### config.mk
export PLATFORM = sky130hd
export DESIGN_NAME = line_code_encoder
export DESIGN_NICKNAME = d
export VERILOG_FILES = /design/src/rtl/line_code_pkg.sv /design/src/rtl/half_bit_timer.sv /design/src/rtl/line_code_encoder.sv
export SDC_FILE = /design/constraint.sdc
export NUM_CORES = 1
export LEC_CHECK = 0
export ABC_AREA = 1
export ABC_CLOCK_PERIOD_IN_PS = 2400
export CAP_MARGIN = 30
export CORE_ASPECT_RATIO = 0.9
export CORE_MARGIN = 2
export CORE_UTILIZATION = 50
export CTS_CLUSTER_SIZE = 30
export DETAILED_ROUTE_END_ITERATION = 6
export MAX_ROUTING_LAYER = met4
export PLACE_DENSITY = 0.79
export RECOVER_POWER = 50
export SYNTH_ARGS = -nofsm -noshare
export SYNTH_HDL_FRONTEND = slang
export SYNTH_SLANG_ARGS = --single-unit
### constraint.sdc
create_clock -name clk -period 2.4 [get_ports clk]
set_clock_uncertainty 0.15 [all_clocks]
set_input_delay 0.36 -clock clk [delete_from_list [all_inputs] [get_ports clk]]
set_output_delay 0.36 -clock clk [all_outputs]
set_load 0.01 [all_outputs]
### src/rtl/line_code_pkg.sv
// Shared definitions for the line-code encoder and its future decoder:
// mode codes, FSM state encodings and the per-half-bit encode function.
package line_code_pkg;

    localparam logic [1:0] MODE_NRZ        = 2'b00;
    localparam logic [1:0] MODE_NRZI       = 2'b01;
    localparam logic [1:0] MODE_MAN_IEEE   = 2'b10;
    localparam logic [1:0] MODE_MAN_THOMAS = 2'b11;

    typedef enum logic [1:0] {
        ST_IDLE   = 2'd0,
        ST_FIRST  = 2'd1,
        ST_SECOND = 2'd2
    } state_t;

    // Line level for one half of bit b; NRZI uses the already-updated level.
    function automatic logic encode_bit(
        input logic [1:0] mode,
        input logic       b,
        input logic       second_half,
        input logic       nrzi_level
    );
        logic lvl;
        case (mode)
            MODE_NRZ:      lvl = b;
            MODE_NRZI:     lvl = nrzi_level;
            MODE_MAN_IEEE: lvl = second_half ? b : ~b;
            default:       lvl = second_half ? ~b : b;
        endcase
        return lvl;
    endfunction

endpackage

### src/rtl/half_bit_timer.sv
// Half-bit period counter: ticks on the last clk of every half-bit while running.
module half_bit_timer #(
    parameter int unsigned HALF_CYCLES = 1
) (
    input  logic clk,
    input  logic reset,
    input  logic clear,
    input  logic run,
    output logic tick
);

    localparam int unsigned HALF_W = $clog2(HALF_CYCLES) + 1;

    logic [HALF_W-1:0] cnt;

    assign tick = run && (cnt == HALF_W'(HALF_CYCLES - 1));

    always_ff @(posedge clk or posedge reset) begin
        if (reset) begin
            cnt <= '0;
        end else if (clear) begin
            cnt <= '0;
        end else if (run) begin
            cnt <= tick ? '0 : cnt + HALF_W'(1);
        end
    end

endmodule

### src/rtl/line_code_encoder.sv
// Serial line-code encoder: MSB-first serialisation of WIDTH-bit words in
// NRZ, NRZI or either Manchester convention, with gapless back-to-back words.
module line_code_encoder
    import line_code_pkg::*;
#(
    parameter int unsigned WIDTH       = 8,
    parameter int unsigned HALF_CYCLES = 1,
    parameter logic        IDLE_LEVEL  = 1'b0
) (
    input  logic             clk,
    input  logic             reset,
    input  logic [WIDTH-1:0] in_data,
    input  logic             in_valid,
    output logic             in_ready,
    input  logic [1:0]       mode,
    input  logic             flush,
    output logic             out,
    output logic             word_done,
    output logic [1:0]       state,
    output logic [1:0]       nstate
);

    localparam int unsigned BIT_W = $clog2(WIDTH) + 1;

    state_t             cur_state;
    state_t             next_state;
    logic [WIDTH-1:0]   shreg;
    logic [WIDTH-1:0]   shreg_n;
    logic [1:0]         mode_q;
    logic [1:0]         mode_n;
    logic [BIT_W-1:0]   bit_cnt;
    logic [BIT_W-1:0]   bit_cnt_n;
    logic               nrzi_level;
    logic               nrzi_level_n;
    logic               out_n;
    logic               cur_bit;
    logic               bit_start;
    logic               tick;
    logic               last_bit;
    logic               word_end;
    logic               accept;

    half_bit_timer #(
        .HALF_CYCLES(HALF_CYCLES)
    ) u_timer (
        .clk  (clk),
        .reset(reset),
        .clear(accept || flush),
        .run  (cur_state != ST_IDLE),
        .tick (tick)
    );

    assign last_bit  = (bit_cnt == BIT_W'(WIDTH - 1));
    assign word_end  = (cur_state == ST_SECOND) && tick && last_bit;
    assign in_ready  = (cur_state == ST_IDLE) || word_end;
    assign accept    = in_valid && in_ready && !flush;
    assign word_done = word_end;
    assign state     = cur_state;
    assign nstate    = next_state;

    always_comb begin
        next_state = cur_state;
        if (flush) begin
            next_state = ST_IDLE;
        end else begin
            case (cur_state)
                ST_IDLE: begin
                    if (accept) next_state = ST_FIRST;
                end
                ST_FIRST: begin
                    if (tick) next_state = ST_SECOND;
                end
                ST_SECOND: begin
                    if (tick) begin
                        if (!last_bit || accept) next_state = ST_FIRST;
                        else                     next_state = ST_IDLE;
                    end
                end
                default: next_state = ST_IDLE;
            endcase
        end
    end

    // Next-cycle datapath; out is registered from the level of the next state.
    always_comb begin
        shreg_n      = shreg;
        mode_n       = mode_q;
        bit_cnt_n    = bit_cnt;
        nrzi_level_n = nrzi_level;
        if (flush) begin
            bit_cnt_n = '0;
        end else if (accept) begin
            shreg_n   = in_data;
            mode_n    = mode;
            bit_cnt_n = '0;
        end else if ((cur_state == ST_SECOND) && tick && !last_bit) begin
            shreg_n   = shreg << 1;
            bit_cnt_n = bit_cnt + BIT_W'(1);
        end

        cur_bit   = shreg_n[WIDTH-1];
        bit_start = (next_state == ST_FIRST) && (cur_state != ST_FIRST);
        if (bit_start && (mode_n == MODE_NRZI)) begin
            nrzi_level_n = nrzi_level ^ cur_bit;
        end

        if (next_state == ST_IDLE) begin
            out_n = (mode_n == MODE_NRZI) ? nrzi_level_n : IDLE_LEVEL;
        end else begin
            out_n = encode_bit(mode_n, cur_bit, next_state == ST_SECOND, nrzi_level_n);
        end
    end

    always_ff @(posedge clk or posedge reset) begin
        if (reset) begin
            cur_state  <= ST_IDLE;
            shreg      <= '0;
            mode_q     <= MODE_NRZ;
            bit_cnt    <= '0;
            nrzi_level <= IDLE_LEVEL;
            out        <= IDLE_LEVEL;
        end else begin
            cur_state  <= next_state;
            shreg      <= shreg_n;
            mode_q     <= mode_n;
            bit_cnt    <= bit_cnt_n;
            nrzi_level <= nrzi_level_n;
            out        <= out_n;
        end
    end

endmodule

# After elaboration in Yosys (flattened, before gate mapping)
# Cells that the tools add are included.
op_classes:
  n_addsub: 2
  eq_ne: 8
  mux: 23
  n_bitwise: 4
  reduce_logical: 21
op_table:
  columns: ["operator", "count"]
  rows:
  - ["two-way mux 8 bit", 3]
  - ["two-way mux 2 bit", 6]
  - ["two-way mux 4 bit", 3]
  - ["two-way mux 1 bit", 9]
  - ["logical AND 1 bit", 8]
  - ["equality test 2 x 1 -> 1 bit, second input constant", 3]
  - ["equality test 2 bit, second input constant", 3]
  - ["logical NOT 2 bit", 3]
  - ["case mux 2 bit (3 select lines)", 1]
  - ["nonzero test 2 bit", 3]
  - ["adder 4 x 1 -> 4 bit, second input constant", 1]
  - ["equality test 4 x 3 -> 1 bit, second input constant", 1]
  - ["logical OR 1 bit", 3]
  - ["NOT 1 bit", 3]
  - ["case mux 1 bit (3 select lines)", 1]
  - ["nonzero test 3 bit", 1]
  - ["logical NOT 1 bit", 2]
  - ["inequality test 2 x 1 -> 1 bit, second input constant", 1]
  - ["AND reduction 2 bit", 1]
  - ["adder 1 bit, second input constant", 1]
  - ["XOR 1 bit", 1]
totals:
  reg_bits: 19
  inputBits: 14
  out_inout_bits: 7
  elab_cells: 66

# Longest topological paths before layout
# Gate-level depths: netlist of the first run.
depth:
  word_depth: 18
  ltp_mapped: 15
  depth_no_buf: 15

# Hierarchy
# From an unflattened synthesis of the first run, not the netlist that was laid out.
unflattened:
  cells_unflattened: 142
  hier_area_um2: 1104.8
by_module_without_submodules:
  columns: ["mod", "n_inst", "cells_each", "area_each_um2", "seq_area_each_um2"]
  rows:
  - ["line_code_encoder", 1, 136, 1058.5, 450.4]
  - ["half_bit_timer", 1, 6, 46.3, 25.0]

# Worst setup path after synthesis of the first run
# OpenSTA, ideal clock, no wires.
synth_timing:
  kind: "reg2reg"
  startpoint: "register bit_cnt[0]"
  endpoint: "register out"
  setup_time_ps: 113
  arrival_ps: 1589
  required_time_ps: 2137
  slack_ps: 548
  stages_incl_launch_ff: 14
  path_buffers: 0
  period_less_slack_ps: 1852
  cell_sequence: "dfrtp_1 -> ha_1 -> nand2_2 -> nor2_2 -> nand2_4 -> nand2_8 -> nand2_2 -> a31oi_2 -> or2_1 -> nand2_1 -> inv_1 -> nand3_1 -> nand2_1 -> inv_1"
synth_via:
  elab_chain_len: 16
  word_cells_on_any_way: 34
  classes_between: "eq/ne (5); mux (16); bitwise (2); reduce/logical (11)"
synth_rtl:
  columns: ["item", "line", "rtl"]
  rows:
  - ["start: declaration", "line_code_encoder.sv:31", "logic [BIT_W-1:0] bit_cnt;"]
  - ["start signal: assignment", "line_code_encoder.sv:126", "bit_cnt <= bit_cnt_n;"]
  - ["equality test 4 x 3 -> 1 bit (*)", "line_code_encoder.sv:53", "assign last_bit = (bit_cnt == BIT_W'(WIDTH - 1));"]
  - ["logical AND 1 bit (*)", "line_code_encoder.sv:54", "assign word_end = (cur_state == ST_SECOND) && tick && last_bit;"]
  - ["logical OR 1 bit (*)", "line_code_encoder.sv:55", "assign in_ready = (cur_state == ST_IDLE) || word_end;"]
  - ["named net in_ready", "line_code_encoder.sv:14", "output logic in_ready,"]
  - ["logical AND 1 bit (*) (2 in series)", "line_code_encoder.sv:56", "assign accept = in_valid && in_ready && !flush;"]
  - ["logical OR 1 bit", "line_code_encoder.sv:75", "if (!last_bit || accept) next_state = ST_FIRST;"]
  - ["two-way mux 1 bit", "line_code_encoder.sv:75", null]
  - ["two-way mux 2 bit", "line_code_encoder.sv:74", "if (tick) begin"]
  - ["[2 not listed]", null, null]
  - ["named net nstate[0]", "line_code_encoder.sv:20", "output logic [1:0] nstate"]
  - ["equality test 2 x 1 -> 1 bit", "line_code_encoder.sv:102", "bit_start = (next_state == ST_FIRST) && (cur_state != ST_FIRST);"]
  - ["logical AND 1 bit", "line_code_encoder.sv:102", null]
  - ["logical AND 1 bit", "line_code_encoder.sv:103", "if (bit_start && (mode_n == MODE_NRZI)) begin"]
  - ["two-way mux 1 bit", "line_code_encoder.sv:103", null]
  - ["case mux 1 bit (3 select lines) / two-way mux 1 bit (equally long branches)", "line_code_pkg.sv:24, line_code_encoder.sv:108", null]
  - ["two-way mux 1 bit (*)", "line_code_encoder.sv:107", "if (next_state == ST_IDLE) begin"]
  - ["named net out_n", "line_code_encoder.sv:35", "logic out_n;"]
  - ["end signal: assignment", "line_code_encoder.sv:128", "out <= out_n;"]
  - ["end: declaration", "line_code_encoder.sv:17", "output logic out,"]
# The timed path passes the listed nets; every way through them passes the cells marked *. The select of a mux whose other input is x is not followed.
# A chain may end at the register's enable or synchronous reset.

# Worst setup path after layout of the first run
layout_timing:
  startpoint: "register bit_cnt[0]"
  endpoint: "output port word_done"
layout_via:
  elab_chain_len: 2
layout_rtl:
  columns: ["item", "line", "rtl"]
  rows:
  - ["equality test 4 x 3 -> 1 bit", "line_code_encoder.sv:53", null]
  - ["logical AND 1 bit", "line_code_encoder.sv:54", null]
  - ["end: declaration", "line_code_encoder.sv:18", "output logic word_done,"]
# No other way between the ends.

==> results of run 1 <==
-- final timing paths --
check	startpoint	endpoint	slack [ns]	cells past startpoint
worst max-delay path	bit_cnt[0]$_DFFE_PP0P_	word_done	0.10	6
worst min-delay path	mode_q[0]$_DFF_PP0_	mode_q[0]$_DFF_PP0_	0.39	2
worst max register to register	bit_cnt[0]$_DFFE_PP0P_	out$_DFF_PP0_	0.39	11
worst min register to register	mode_q[0]$_DFF_PP0_	mode_q[0]$_DFF_PP0_	0.39	2
max in group asynchronous	reset	shreg[7]$_DFF_PP0_	1.20	2
min in group asynchronous	reset	shreg[3]$_DFFE_PP0P_	0.45	2
-- power by group through the flow --
stage / clock (mW) / combinational, mW / sequential, mW
final: 0.160 / 0.256 / 0.397
after global routing: 0.181 / 0.289 / 0.404
after CTS: 0.170 / 0.258 / 0.397
after detailed placement: 0 / 0.256 / 0.404
after global placement: 0 / 0.248 / 0.401
after floorplan: 0 / 0.173 / 0.400
-- per-stage QoR --
step,util,power [mW],std cells
2_1_floorplan,-,0.572,137
3_3_place_gp,0.635,0.649,185
3_5_place_dp,0.635,0.660,185
4_1_cts,0.648,0.825,189
5_1_grt,0.648,0.873,189
6_report,0.648,0.814,189
-- worst max-delay path, cell delays in order, from the launching register on --
cell and delay, ns:
dfrtp_1 0.40, ha_2 0.22, nand2_2 0.07, nor2_2 0.13
nand2_4 0.09, inv_1 0.06, clkdlybuf4s50_1 0.52
-- sequential cells by signal, summed over array words and instances (netlist names) --
name / flops
state: 2
shreg: 8
u_timer.cnt: 1
mode_q: 2
out: 1
bit_cnt: 4
nrzi_level: 1
-- placed cells by master (no fill, tap or decap), types with 2 or more instances in the layout --
cell	synthesis	routed
a31oi_1	6	6
nand3_1	7	7
nand3_2	3	3
nand4_1	6	6
dfrtp_1	19	19
clkbuf_4	0	3
nor2_1	12	12
nor2_2	2	2
nand2_2	8	8
inv_1	24	24
inv_2	4	4
a21oi_1	3	3
buf_4	0	2
nor3_1	2	2
o22ai_1	5	5
clkdlybuf4s50_1	0	17
o21ai_0	3	3
nand2_1	19	19
-- cell families after synthesis --
logic type / count (synthesis) / share of synthesized area
AOI/OAI and AO/OA: 21 / 0.130
xor gates and xnor gates: 1 / 0.00775
and+or+nand+nor: 66 / 0.333
buffers and inverters: 29 / 0.0974
adders and majority gates: 1 / 0.0111
DFF: 19 / 0.421
-- final cells by class --
type / instances / area, µm²
flip-flops and latches: 19 / 475
fillers: 184 / 761
clock buffers: 3 / 22.5
inverters: 28 / 105
clock inverters: 1 / 5.00
repair buffers: 22 / 213
multi-input cells: 89 / 547
well taps: 27 / 33.8
-- metal layers --
layer  track usage  vias up
met4        0.0833        0
met2         0.356       26
met3        0.0337        4
li1              -      501
met5             -        -
met1         0.268      474
-- repair_timing --
action                                  in CTS  in global routing
endpoints found under the hold margin        0                  0
endpoints found under the setup margin       1                  3
resized for setup                            2                  3
==> results.toml, run 1 <==
[pwr]
internal_power_uw = 542
seq_power_share = 0.488
irDropWorstVdd_v = 0.000404
p_clk_frac = 0.197
p_sw_uw = 272
swShare = 0.334
p_leak_nw = 0.709
comb_power_share = 0.315
power_density_mw_per_mm2 = 581

[setup_path]
path_class = "reg -> out"
critPathLaunchType = "flop"
critPathArrivalTime_ns = 1.79
cp_max_fo = 3
end_kind = "output pin"
worst-endpoint-required_ns = 1.89

[drt]
vias = 1005
drc = 0
drt_iter0_markers = 19
ant_nets = 0
drtPass1Iterations = 4
viasPerCell = 5.32
wl_um = 2460
drt-met1-wl_um = 1130
maxUsedRoutingLayer = "met4"
wire_per_inst_um = 13.0
wl_met2_um = 1210
route.met3.wl_um = 101

[sta]
hold_viol_final = 0
tightestPinTransition_ns = 0.708
setup_ws_ns = 0.104
slew_headroom = 0.527
finalSetupViolCount = 0
slew_violations = 0
fmax_ghz = 0.435
tns_ns = 0
rsz0062_at_grt = "no"
min_period_over_period = 0.957
period_needed_ns = 2.30
hold_slack_ns = 0.387

[yosys]
synth_seq_area_share = 0.421
syn_area_per_cell_um2 = 8.25
synth_area_mm2 = 0.00113
synth_edf_count = 0
ys_types = 29
synth_ff_type = "dfrtp_1"
yosysTopAreaCellShare = 0.421
synth.most_common_cell = "inv_1"
syn_inst = 137
synth_area_leaders = "dfrtp_1 42%, inv_1 8.0%, nand2_1 6.3%, nand2_2 4.4%, nor2_1 4.0%"
synth-async-reset-ratio = 1.00
synth_nets = 152
ys_ff_latch = 19
synth_commonest_cells = "24 x inv_1, 19 x dfrtp_1, 19 x nand2_1"
ys_warn_count = 0
synth_top_area_cell = "dfrtp_1"

[placement]
pre_cts_ws_ns = 0.0716
place.detailed.hpwl_um = 1850
port_buffers = 20
placedInstanceArea_mm2 = 0.00137
gp_congestion = 0.909

[floorplan]
coreArea_mm2 = 0.00216
start_util = 0.523
ios = 21
rows = 16
die_h_um = 49.1
die_x_um = 54.1
dieArea_mm2 = 0.00266

[global_route]
antenna_found_initial = 0
grt_usage = 0.218
grt_max_degree = 20
grt_pass1_wl_um = 4190
grt-ovfl-total = 0
grt_pass1_vias = 1040

[clocking]
root_buffer = "clkbuf_4"
hold_buffers = 0
clock-sinks = 19
cts.reportedPaths.clkPinSlew_ns = 0.11
cts_max_path_buffers = 2
post_cts_buffers = 0
cts_tree = "built"
htreeDepth = 1
cts_buffers = 3
clk_latency_ns = 0.29

[job]
cap_violations = 0

[status]
outcome = "finished clean"

[cells_and_area]
nets = 178
layout-drive-gt1-share = 0.204
syn2layout_area_growth_pct = 24.0
antenna_cells = 0
fin_area_mm2 = 0.00140

[worst_hold_path]
hold_class = "reg -> reg"
Note: power is estimated with default switching activity, not from simulation.
==> run 2, diff against run 1 <==
--- a/config.mk
+++ b/config.mk
@@ -6,15 +6,15 @@
 export NUM_CORES = 1
 export LEC_CHECK = 0
 export ABC_AREA = 1
-export ABC_CLOCK_PERIOD_IN_PS = 2400
+export ABC_CLOCK_PERIOD_IN_PS = 2640
 export CAP_MARGIN = 30
 export CORE_ASPECT_RATIO = 0.9
 export CORE_MARGIN = 2
-export CORE_UTILIZATION = 50
+export CORE_UTILIZATION = 51
 export CTS_CLUSTER_SIZE = 30
 export DETAILED_ROUTE_END_ITERATION = 6
 export MAX_ROUTING_LAYER = met4
-export PLACE_DENSITY = 0.79
+export PLACE_DENSITY = 0.8
 export RECOVER_POWER = 50
 export SYNTH_ARGS = -nofsm -noshare
 export SYNTH_HDL_FRONTEND = slang
==> constraint.sdc (replaced) <==
create_clock -name clk -period 2.64 [get_ports clk]
set_clock_uncertainty 0.15 [all_clocks]
set_input_delay 0.396 -clock clk [delete_from_list [all_inputs] [get_ports clk]]
set_output_delay 0.396 -clock clk [all_outputs]
set_load 0.01 [all_outputs]
==> results.toml, run 2 (synthesis results as in run 1) <==
[clocking]
clk_latency_ns = 0.30
clock-sinks = 19
post_cts_buffers = 0
htreeDepth = 1
cts_max_path_buffers = 2
root_buffer = "clkbuf_4"
cts_tree = "built"
cts_buffers = 3
cts.reportedPaths.clkPinSlew_ns = 0.11

[cells_and_area]
nets = 178
syn2layout_area_growth_pct = 23.8
layout-drive-gt1-share = 0.185
layout_commonest_cell = "inv_1"
layout_common_cells = "24 x inv_1, 19 x nand2_1, 19 x dfrtp_1"
largest_register_ffs = 8
seq_area_um2 = 475
regMostFlops = "shreg"
top_regs = "shreg (8), bit_cnt (4)"
multi_input_area_um2 = 544
final_util = 0.653
fillers = 188
antenna_cells = 0

[drt]
viasPerCell = 5.28
vias = 998
wl_um = 2530
drtPass1Iterations = 4
drc = 0
drt_iter0_markers = 37
wire_per_inst_um = 13.4
ant_nets = 0

[sta]
tns_ns = 0
slew_headroom = 0.525
fmax_ghz = 0.413
finalSetupViolCount = 0
hold_viol_final = 0
min_period_over_period = 0.918
period_needed_ns = 2.42
slew_violations = 0
rsz0062_at_grt = "no"
tightestPinTransition_ns = 0.711

[pwr]
swShare = 0.335
power_density_mw_per_mm2 = 533
p_leak_nw = 0.707
irDropWorstVdd_v = 0.000393
p_clk_frac = 0.200
p_sw_uw = 249
seq_power_share = 0.487
comb_power_share = 0.312
power_uw = 745
internal_power_uw = 496

[global_route]
grt_usage = 0.231
use_met1 = 0.289
global_route.usage.met3 = 0.0432
gr-usage-met2 = 0.372
grt_pass1_vias = 997
grt_max_degree = 20
grt-ovfl-total = 0
grt-busiest-layer = "met2"
grt_pass1_wl_um = 4310
antenna_found_initial = 0

[floorplan]
start_util = 0.527
dieArea_mm2 = 0.00261
rows = 16
die_x_um = 53.6
ios = 21
die_h_um = 48.7
coreArea_mm2 = 0.00214

[setup_path]
critPathArrivalTime_ns = 1.88
critPathLaunchType = "flop"
cp_max_fo = 7
worst-endpoint-required_ns = 2.09
r2r_start = "bit_cnt[0]$_DFFE_PP0P_"
critPathLaunch = "bit_cnt[0]$_DFFE_PP0P_"
end_kind = "output pin"
path_class = "reg -> out"

[job]
cap_violations = 0

[worst_hold_path]
hp-start = "shreg[0]$_DFFE_PP0P_"
hold_class = "reg -> reg"

[placement]
port_buffers = 20
gp_congestion = 0.843
place.detailed.hpwl_um = 1910

[status]
outcome = "finished clean"
## run 2: area by class of cell
| cell class | instances | area share |
|---|---|---|
| repair buffers | 22 | 0.153 |
| flip-flops and latches | 19 | 0.340 |
| inverters | 28 | 0.0751 |
| clock buffers | 4 | 0.0188 |
| well taps | 27 | 0.0242 |
| multi-input cells | 89 | 0.389 |
## run 2: repair_timing
item	in CTS	in global routing
gates resized for setup	1	0
endpoints found under the setup margin	1	0
hold buffers	0	0
## run 2: stage by stage
step                      instances  setup WS [ns]  hold slack [ns]  area (µm²)
final                           189          0.216            0.362        1400
after global routing            189         0.0518            0.377        1400
after global placement          185          0.334            0.330        1370
after floorplan                 137          0.788            0.197        1130
after detailed placement        185          0.278            0.340        1370
after CTS                       189          0.202            0.364        1400
## run 2: metal layers
layer  share of wire  vias up
li1                -      498
met1            0.43      473
met2            0.51       22
met3           0.045        5
met4           0.011        0
met5               0        -
## run 2: worst paths after layout
check	to	slack [ns]	depth (start not counted)
setup / recovery	nstate[0]	0.22	8
hold / removal	shreg[0]$_DFFE_PP0P_	0.36	1
setup reg to reg	out$_DFF_PP0_	0.64	11
hold reg to reg	shreg[0]$_DFFE_PP0P_	0.36	1
max in group asynchronous	mode_q[0]$_DFF_PP0_	1.41	2
min in group asynchronous	shreg[6]$_DFFE_PP0P_	0.48	2
## run 2: worst max-delay path, cell delays in order (launching register included)
cell and delay, ns:
dfrtp_1 0.40, ha_1 0.22, nand2_2 0.09, nor2_2 0.13
nand2_4 0.09, nand2_8 0.09, nand2_2 0.09, a31oi_2 0.18
dlygate4sd2_1 0.29
## run 2: power groups by stage
stage	registers, mW	logic [mW]	clock network, mW
global placement	0.365	0.226	0
global route	0.367	0.263	0.168
finish	0.363	0.233	0.149
CTS	0.363	0.234	0.151
detailed placement	0.368	0.233	0
floorplan	0.363	0.157	0
==> run 3, diff against run 2 <==
--- a/config.mk
+++ b/config.mk
@@ -6,15 +6,15 @@
 export NUM_CORES = 1
 export LEC_CHECK = 0
 export ABC_AREA = 1
-export ABC_CLOCK_PERIOD_IN_PS = 2640
+export ABC_CLOCK_PERIOD_IN_PS = 2860
 export CAP_MARGIN = 30
 export CORE_ASPECT_RATIO = 0.9
 export CORE_MARGIN = 2
-export CORE_UTILIZATION = 51
+export CORE_UTILIZATION = 55
 export CTS_CLUSTER_SIZE = 30
 export DETAILED_ROUTE_END_ITERATION = 6
 export MAX_ROUTING_LAYER = met4
-export PLACE_DENSITY = 0.8
+export PLACE_DENSITY = 0.85
 export RECOVER_POWER = 50
 export SYNTH_ARGS = -nofsm -noshare
 export SYNTH_HDL_FRONTEND = slang
==> constraint.sdc (replaced) <==
create_clock -name clk -period 2.86 [get_ports clk]
set_clock_uncertainty 0.15 [all_clocks]
set_input_delay 0.429 -clock clk [delete_from_list [all_inputs] [get_ports clk]]
set_output_delay 0.429 -clock clk [all_outputs]
set_load 0.01 [all_outputs]
==> results.toml, run 3 (synthesis results as in run 1) <==
[status]
outcome = "finished clean"

[pwr]
internal_power_uw = 457
p_clk_frac = 0.200
comb_power_share = 0.312
irDropWorstVdd_v = 0.000382
seq_power_share = 0.488
p_leak_nw = 0.719
power_density_mw_per_mm2 = 489
p_sw_uw = 222
swShare = 0.327
power_uw = 680

[sta]
rsz0062_at_grt = "no"
hold_viol_final = 0
fmax_ghz = 0.399
slew_violations = 0
setup_ws_ns = 0.352
tns_ns = 0
min_period_over_period = 0.877
period_needed_ns = 2.51
tightestPinTransition_ns = 0.737
finalSetupViolCount = 0
slew_headroom = 0.508

[setup_path]
slowest_stage = "clkdlybuf4s50_1"
worst-endpoint-required_ns = 2.28
critPathArrivalTime_ns = 1.93
end_kind = "output pin"
critPathLaunchType = "flop"
slowest_delay_ns = 0.55
cp_top_family = "buffers and inverters"
cp_max_fo = 7
path_class = "reg -> out"
crit_buf_inv = 1
path_cells = "ha_1, nand2_2, nor2_1, nand2_4, nand2_8, clkdlybuf4s50_1"

[cells_and_area]
syn2layout_area_growth_pct = 23.1
top_regs = "shreg (8), bit_cnt (4)"
antenna_cells = 0
layout_common_cells = "24 x inv_1, 19 x nand2_1, 19 x dfrtp_1"
largest_register_ffs = 8
layout_commonest_cell = "inv_1"
regMostFlops = "shreg"
nets = 178
layout-drive-gt1-share = 0.173
final_cell_count_no_fill = 187

[floorplan]
die_h_um = 47
start_util = 0.584
dieArea_mm2 = 0.00243
coreArea_mm2 = 0.00193
ios = 21
die_x_um = 51.8
rows = 15

[drt]
drt_iter0_markers = 33
wl_um = 2370
drtPass1Iterations = 4
wire_per_inst_um = 12.7
drc = 0
vias = 1007
ant_nets = 0
viasPerCell = 5.39

[global_route]
grt-ovfl-total = 0
antenna_found_initial = 0
grt_max_degree = 20
grt_usage = 0.232
grt_pass1_wl_um = 3910
grt_pass1_vias = 909

[clocking]
root_buffer = "clkbuf_4"
cts.reportedPaths.clkPinSlew_ns = 0.10
cts_max_path_buffers = 2
post_cts_buffers = 0
hold_buffers = 0
cts_buffers = 3
clock-sinks = 19
htreeDepth = 1
cts_tree = "built"
ctsResizeCount = 0
clk_latency_ns = 0.30

[job]
cap_violations = 0

[placement]
dp_cells = 183
place.detailed.hpwl_um = 1820
gp_congestion = 0.810
pre_cts_ws_ns = 0.452
port_buffers = 20

[worst_hold_path]
hold_class = "reg -> reg"
## run 3: changes by cell type in the layout (fill, tap and decap cells not counted), sizes merged
cell / change
dlygate4sd2: -1
dlymetal6s2s: +1
## run 3: power groups by stage
| stage | Sequential, mW | Combinational [mW] | Clock, mW |
|---|---|---|---|
| after floorplan | 0.335 | 0.145 | 0 |
| after global placement | 0.336 | 0.207 | 0 |
| after detailed placement | 0.337 | 0.214 | 0 |
| after CTS | 0.331 | 0.215 | 0.139 |
| after global routing | 0.336 | 0.240 | 0.152 |
| final | 0.332 | 0.212 | 0.136 |
## run 3: final timing paths
check	from	to	slack, ns	depth (start not counted)
min in group asynchronous	reset	shreg[4]$_DFFE_PP0P_	0.54	2
hold / removal	shreg[0]$_DFFE_PP0P_	shreg[0]$_DFFE_PP0P_	0.35	1
max in group asynchronous	reset	state[1]$_DFF_PP0_	1.56	2
hold reg to reg	shreg[0]$_DFFE_PP0P_	shreg[0]$_DFFE_PP0P_	0.35	1
setup / recovery	bit_cnt[0]$_DFFE_PP0P_	in_ready	0.35	6
setup reg to reg	bit_cnt[0]$_DFFE_PP0P_	out$_DFF_PP0_	0.78	13
## run 3: per-stage QoR
step                      area [µm²]  hold slack, ns   util
final                           1390           0.353  0.720
after global routing            1390           0.390  0.720
after CTS                       1400           0.358  0.723
after detailed placement        1370           0.333  0.709
after global placement          1370           0.331  0.709
after floorplan                 1130           0.230      -
## run 3: metal layers
| layer | global-route usage | share of wire | up-vias |
|---|---|---|---|
| met3 | 0.0382 | 0.039 | 5 |
| met2 | 0.379 | 0.49 | 25 |
| met4 | 0.0947 | 0.015 | 0 |
| met5 | - | 0 | - |
| li1 | - | - | 501 |
| met1 | 0.289 | 0.46 | 476 |
## run 3: cell type report
class	count	area [µm²]
Fill cell	160	542
Multi-Input combinational cell	89	536
Sequential cell	19	475
Timing Repair Buffer	22	218
Inverter	28	105
Tap cell	25	31.3
Clock buffer	4	26.3
